### src/rtl/mac_vector_unit.sv
// Multi-lane signed fixed-point multiply-accumulate engine.
// Rounds, rescales, optionally rectifies and saturates each lane's dot product.
module mac_vector_unit #(
    parameter int DATA_W    = 16,
    parameter int LANES     = 4,
    parameter int LEN_W     = 8,
    parameter int ACC_W     = 40,
    parameter int FRAC_BITS = 8,
    parameter int OUT_W     = 16
) (
    input  logic                     clk,
    input  logic                     reset,
    input  logic                     clear,
    input  logic [LEN_W-1:0]         len,
    input  logic                     relu_en,
    input  logic                     in_valid,
    output logic                     in_ready,
    input  logic [LANES*DATA_W-1:0]  a,
    input  logic [LANES*DATA_W-1:0]  b,
    output logic                     out_valid,
    input  logic                     out_ready,
    output logic [LANES*OUT_W-1:0]   out_data,
    output logic [LANES-1:0]         out_sat
);

    localparam int PW = 2 * DATA_W;
    localparam logic signed [ACC_W:0] RND  = (ACC_W+1)'((2**FRAC_BITS) / 2);
    localparam logic signed [ACC_W:0] MAXV = (ACC_W+1)'((2**(OUT_W-1)) - 1);
    localparam logic signed [ACC_W:0] MINV = ~MAXV;

    typedef enum logic [1:0] {
        ACC,
        DRAIN1,
        DRAIN2,
        OUT
    } state_t;

    state_t state, state_nx;

    logic [LEN_W-1:0] count;
    logic [LEN_W-1:0] len_q;
    logic [LEN_W-1:0] len_eff;
    logic             relu_q;
    logic             accept;
    logic             last;
    logic             prod_v;

    logic signed [PW-1:0]    mul  [LANES];
    logic signed [PW-1:0]    prod [LANES];
    logic signed [ACC_W-1:0] acc  [LANES];
    logic signed [ACC_W:0]   rsum [LANES];
    logic signed [ACC_W:0]   rsh  [LANES];
    logic [OUT_W-1:0]        res  [LANES];
    logic [LANES-1:0]        res_sat;

    logic [LANES*OUT_W-1:0]  data_q;
    logic [LANES-1:0]        sat_q;

    assign out_data = data_q;
    assign out_sat  = sat_q;
    assign accept   = in_valid && in_ready;

    // First beat of a dot uses the live length (0 counts as 1); later beats use the latched one.
    always_comb begin
        len_eff = len_q;
        if (count == '0) begin
            len_eff = (len == '0) ? LEN_W'(1) : len;
        end
    end

    assign last = accept && (count == len_eff - LEN_W'(1));

    // State register.
    always_ff @(posedge clk or posedge reset) begin
        if (reset) begin
            state <= ACC;
        end else if (clear) begin
            state <= ACC;
        end else begin
            state <= state_nx;
        end
    end

    // Next-state and handshake outputs.
    always_comb begin
        state_nx  = state;
        in_ready  = 1'b0;
        out_valid = 1'b0;
        unique case (state)
            ACC: begin
                in_ready = 1'b1;
                if (last) begin
                    state_nx = DRAIN1;
                end
            end
            DRAIN1: state_nx = DRAIN2;
            DRAIN2: state_nx = OUT;
            OUT: begin
                out_valid = 1'b1;
                if (out_ready) begin
                    state_nx = ACC;
                end
            end
            default: state_nx = ACC;
        endcase
    end

    // Beat counter plus per-dot length and ReLU mode latched on the first beat.
    always_ff @(posedge clk or posedge reset) begin
        if (reset) begin
            count  <= '0;
            len_q  <= '0;
            relu_q <= 1'b0;
        end else if (clear) begin
            count  <= '0;
            len_q  <= '0;
            relu_q <= 1'b0;
        end else if (accept) begin
            count <= last ? '0 : count + LEN_W'(1);
            if (count == '0) begin
                len_q  <= len_eff;
                relu_q <= relu_en;
            end
        end
    end

    // Full-width signed lane products from sign-extended operands.
    always_comb begin
        for (int i = 0; i < LANES; i++) begin
            mul[i] = $signed({{DATA_W{a[i*DATA_W+DATA_W-1]}}, a[i*DATA_W +: DATA_W]})
                   * $signed({{DATA_W{b[i*DATA_W+DATA_W-1]}}, b[i*DATA_W +: DATA_W]});
        end
    end

    // Product pipeline register.
    always_ff @(posedge clk or posedge reset) begin
        if (reset) begin
            prod_v <= 1'b0;
            for (int i = 0; i < LANES; i++) prod[i] <= '0;
        end else if (clear) begin
            prod_v <= 1'b0;
            for (int i = 0; i < LANES; i++) prod[i] <= '0;
        end else begin
            prod_v <= accept;
            if (accept) begin
                for (int i = 0; i < LANES; i++) prod[i] <= mul[i];
            end
        end
    end

    // Wrapping accumulators; cleared once the result has been taken.
    always_ff @(posedge clk or posedge reset) begin
        if (reset) begin
            for (int i = 0; i < LANES; i++) acc[i] <= '0;
        end else if (clear) begin
            for (int i = 0; i < LANES; i++) acc[i] <= '0;
        end else if (state == OUT && out_ready) begin
            for (int i = 0; i < LANES; i++) acc[i] <= '0;
        end else if (prod_v) begin
            for (int i = 0; i < LANES; i++) begin
                acc[i] <= acc[i] + $signed({{(ACC_W-PW){prod[i][PW-1]}}, prod[i]});
            end
        end
    end

    // Round half up, rescale, rectify, then saturate to the output width.
    always_comb begin
        res_sat = '0;
        for (int i = 0; i < LANES; i++) begin
            rsum[i] = $signed({acc[i][ACC_W-1], acc[i]}) + RND;
            rsh[i]  = rsum[i] >>> FRAC_BITS;
            res[i]  = rsh[i][OUT_W-1:0];
            if (relu_q && rsh[i] < 0) begin
                res[i] = '0;
            end else if (rsh[i] > MAXV) begin
                res[i]     = MAXV[OUT_W-1:0];
                res_sat[i] = 1'b1;
            end else if (rsh[i] < MINV) begin
                res[i]     = MINV[OUT_W-1:0];
                res_sat[i] = 1'b1;
            end
        end
    end

    // Result register, loaded as the final sum settles and held until taken.
    always_ff @(posedge clk or posedge reset) begin
        if (reset) begin
            data_q <= '0;
            sat_q  <= '0;
        end else if (clear) begin
            data_q <= '0;
            sat_q  <= '0;
        end else if (state == DRAIN2) begin
            for (int i = 0; i < LANES; i++) data_q[i*OUT_W +: OUT_W] <= res[i];
            sat_q <= res_sat;
        end
    end

endmodule

### config.mk
export PLATFORM = sky130hd
export DESIGN_NAME = mac_vector_unit
export DESIGN_NICKNAME = d
export VERILOG_FILES = /design/src/rtl/mac_vector_unit.sv
export SDC_FILE = /design/constraint.sdc
export NUM_CORES = 2
export LEC_CHECK = 0
export ABC_AREA = 1
export ABC_CLOCK_PERIOD_IN_PS = 14880
export CORE_MARGIN = 1.5
export CORE_UTILIZATION = 40
export CTS_CLUSTER_SIZE = 20
export DETAILED_ROUTE_END_ITERATION = 10
export HOLD_SLACK_MARGIN = 0.15
export SLEW_MARGIN = 30
export SYNTH_ARGS = -nofsm -noshare
export SYNTH_HDL_FRONTEND = slang
export SYNTH_SLANG_ARGS = --single-unit
### constraint.sdc
create_clock -name clk -period 14.88 [get_ports clk]
set_input_delay 3.72 -clock clk [delete_from_list [all_inputs] [get_ports clk]]
set_output_delay 3.72 -clock clk [all_outputs]
set_load 0.005 [all_outputs]
==> results.sh <==
export IMPL_htree_levels=2
export IMPL_cts_reportedPaths_clkPinSlew_ns=0.06
export IMPL_grt_max_degree=78
export IMPL_finalSetupTns_ns=0
export IMPL_antenna_found_initial=1
export IMPL_post_cts_buffers=0
export IMPL_synthArstFlopShare=1.00
export IMPL_placedCellCount=11900
export IMPL_nNetsFinal=11300
export IMPL_ir_worst_vdd_v=0.000330
export IMPL_finalNonFillerCells=12000
export IMPL_cts_tree="yes"
export IMPL_hold_start="out_sat[0]$_DFFE_PP0P_"
export IMPL_die_h_um=421
export IMPL_cts_sinks=376
export IMPL_r2r_start="prod[0]$_DFFE_PP0P_"
export IMPL_yosys_warnings=0
export IMPL_syn_area_um2=69700
export IMPL_p_per_area_nw_per_um2=245
export IMPL_yosysUniqueCellTypes=48
export IMPL_clockPowerShare=0.063
export IMPL_synth_area_per_cell_um2=7.22
export IMPL_antenna_left=0
export IMPL_die_w_um=421
export IMPL_syn_inst=9653
export IMPL_fin_crit_sh=0.661
export IMPL_drive_above_1_share=0.0232
export IMPL_synth_edff_count=0
export IMPL_intPower_uw=7540
export IMPL_syn2layout_area_growth_pct=7.97
export IMPL_grt_pass1_wl_um=338000
export IMPL_status="finished clean"
export IMPL_cts_root_buf="clkbuf_16"
export IMPL_grt_total_usage=0.240
export IMPL_std_cell_rows=153
export IMPL_vias=60000
export IMPL_drt_wl_total_um=208000
export IMPL_path_max_fanout=16
export IMPL_synth_top_area_cell="fa_1"
export IMPL_fillers=18000
export IMPL_cts_max_path_buffers=3
export IMPL_yosysTopAreaCellShare=0.302
export IMPL_gp_congestion=0.963
export IMPL_setup_worst_path_end_class="flip-flop"
export IMPL_syn_num_nets=11300
export IMPL_leakagePower_uw=0.0414
export IMPL_synth_area_leaders="fa_1, nand2_1, dfrtp_1"
export IMPL_hold_viol=0
export IMPL_skew_ns=0.0378
export IMPL_startpoint="b[1]"
export IMPL_finalMaxSlewViolations=0
export IMPL_min_path_type="flip-flop to flip-flop"
export IMPL_ys_flop_type="dfrtp_1"
export IMPL_grt_overflow_total=0
export IMPL_ctsHoldBuffers=0
export IMPL_initial_core_util=0.402
export IMPL_post_route_min_period_ns=9.84
export IMPL_regArea_um2=9410
export IMPL_combPwrFrac=0.861
export IMPL_criticalPathCategory="input pin to flip-flop"
export IMPL_p_total_uw=18500
export IMPL_worst_slew_pin_transition_ns=1.05
export IMPL_p_sw_frac=0.592
export IMPL_switchingPower_uw=10900
export IMPL_worst_ep_arrival_time_ns=10.34
export IMPL_clkLatencyLatePin_ns=0.62
export IMPL_fmax_mhz=102
export IMPL_grt_pass1_vias=61700
export IMPL_setup_viol=0
export IMPL_cts_resized=0
export IMPL_ys_seq_elements=376
export IMPL_avgViaCountPerCell=5.01
export IMPL_detailed_place_hpwl_um=172000
export IMPL_multiInputGateArea_um2=50700
export IMPL_seq_power_share=0.076
export IMPL_fin_hold_ws_ns=0.477
export IMPL_slew_headroom=0.293
export IMPL_port_buffers=211
export IMPL_drt_pre_antenna_iters=6
export IMPL_fp_coreArea_um2=173000
export IMPL_grt_setup_unrepaired="false"
export IMPL_critPathRequiredTime_ns=15.39
export IMPL_worstSetupStartpointType="input pin"
export IMPL_drc=0
export IMPL_ioPinCount=212
export IMPL_wl_per_cell_um=17.3
export IMPL_cts_made_buffers=46
export IMPL_synth_seq_area_share=0.135
export IMPL_first_iter_violations=4236
export IMPL_drv_cap=0
export IMPL_dieArea_um2=177000
metrics by stage:
step                setup slack, ns   util  area, µm²
floorplan                     0.716      -      69700
global placement               4.55  0.425      73700
detailed placement             4.44  0.425      73700
CTS                            5.10  0.434      75200
global route                   4.65  0.434      75300
finish                         5.04  0.434      75300
sequential cells by signal, indices dropped and copies added (netlist names):
| name | cells |
|---|---|
| acc | 160 |
| prod | 128 |
| out_data | 64 |
| count | 8 |
| len_q | 8 |
| out_sat | 4 |
| state | 2 |
| prod_v | 1 |
| relu_q | 1 |
critical path, cell delays in order:
cell and delay (ns):
clkdlybuf4s50_1 0.97, nand2_1 0.20, inv_1 0.17, fa_1 0.56
fa_1 0.93, fa_1 0.54, fa_1 0.51, fa_1 0.49
inv_1 0.05, fa_1 0.47, inv_1 0.04, ha_1 0.35
nand2_1 0.14, nor4_1 0.41, nand3_1 0.13, nand3_1 0.17
nand2_1 0.07, nand2_1 0.09, nand2_1 0.06, inv_1 0.06
o21ai_0 0.08, nand3_1 0.08, nand2_1 0.06
area by class of cell:
cell class | count | area share
multi-input cells | 6714 | 0.673
flip-flops and latches | 376 | 0.125
inverters | 2247 | 0.112
well taps | 2325 | 0.0386
repair buffers | 236 | 0.0308
clock buffers | 65 | 0.0181
clock inverters | 20 | 0.00204
diodes | 1 | 0.0000332
synthesized netlist by cell type, types with 18 or more instances:
| master | number |
|---|---|
| a21oi_1 | 395 |
| o31ai_1 | 22 |
| inv_1 | 2231 |
| o211ai_1 | 25 |
| clkbuf_1 | 293 |
| xor2_1 | 107 |
| a31oi_1 | 36 |
| fa_1 | 1052 |
| nor2_1 | 637 |
| or2_2 | 28 |
| nand3_1 | 366 |
| o21bai_1 | 32 |
| a32o_1 | 18 |
| xnor2_1 | 39 |
| nand4_1 | 38 |
| nand2_1 | 2626 |
| a22o_1 | 20 |
| o21ai_0 | 454 |
| nor4_1 | 19 |
| nor3_1 | 109 |
| o22ai_1 | 43 |
| ha_1 | 495 |
| dfrtp_1 | 376 |
cell usage in the layout, fill, tap and decap left out, types with 22 or more instances in the layout:
| cell | synthesis | final |
|---|---|---|
| inv_1 | 2231 | 2228 |
| ha_1 | 495 | 495 |
| xor2_1 | 107 | 107 |
| nand4_1 | 38 | 38 |
| or2_2 | 28 | 28 |
| xnor2_1 | 39 | 39 |
| dfrtp_1 | 376 | 376 |
| o21ai_0 | 454 | 454 |
| clkbuf_16 | 0 | 47 |
| nand2_1 | 2626 | 2625 |
| nor2_1 | 637 | 633 |
| o211ai_1 | 25 | 25 |
| a31oi_1 | 36 | 36 |
| o22ai_1 | 43 | 43 |
| fa_1 | 1052 | 1052 |
| o21bai_1 | 32 | 32 |
| nor3_1 | 109 | 109 |
| nand3_1 | 366 | 365 |
| a21oi_1 | 395 | 395 |
| buf_4 | 2 | 22 |
| clkdlybuf4s50_1 | 0 | 210 |
cell families after synthesis:
family	count (synthesis)	synth area share
fa+ha+maj	1547	0.391
buf+inv	2563	0.139
flops	376	0.135
xor+xnor	146	0.0183
simple gates	3920	0.229
compound gates	1101	0.0880
per-layer routing:
layer | part of all wire | wire length (µm) | vias to the layer above | track usage
met4 | 0.027 | 5550 | 0 | 0.0604
met2 | 0.46 | 95600 | 1417 | 0.393
met3 | 0.047 | 9740 | 212 | 0.0205
li1 | - | - | 29100 | -
met5 | 0 | 0 | - | 0
met1 | 0.47 | 96900 | 29300 | 0.341
worst paths after layout:
check,cells after the start,slack (ns),end
setup / recovery,23,5.04,prod[125]$_DFFE_PP0P_
hold / removal,2,0.48,out_sat[0]$_DFFE_PP0P_
setup reg to reg,13,11.38,acc[26]$_DFFE_PP0P_
hold reg to reg,2,0.48,out_sat[0]$_DFFE_PP0P_
max in group asynchronous,4,9.50,prod[83]$_DFFE_PP0P_
min in group asynchronous,2,3.58,acc[39]$_DFFE_PP0P_
power groups by stage:
stage	Combinational (µW)	Sequential (µW)	Clock, µW
after floorplan	11700	1320	0
after global routing	18400	1420	1230
after global placement	15800	1420	0
final	15900	1400	1160
after detailed placement	15900	1420	0
after CTS	16000	1400	1190
Power figures use the tool's default switching activity.
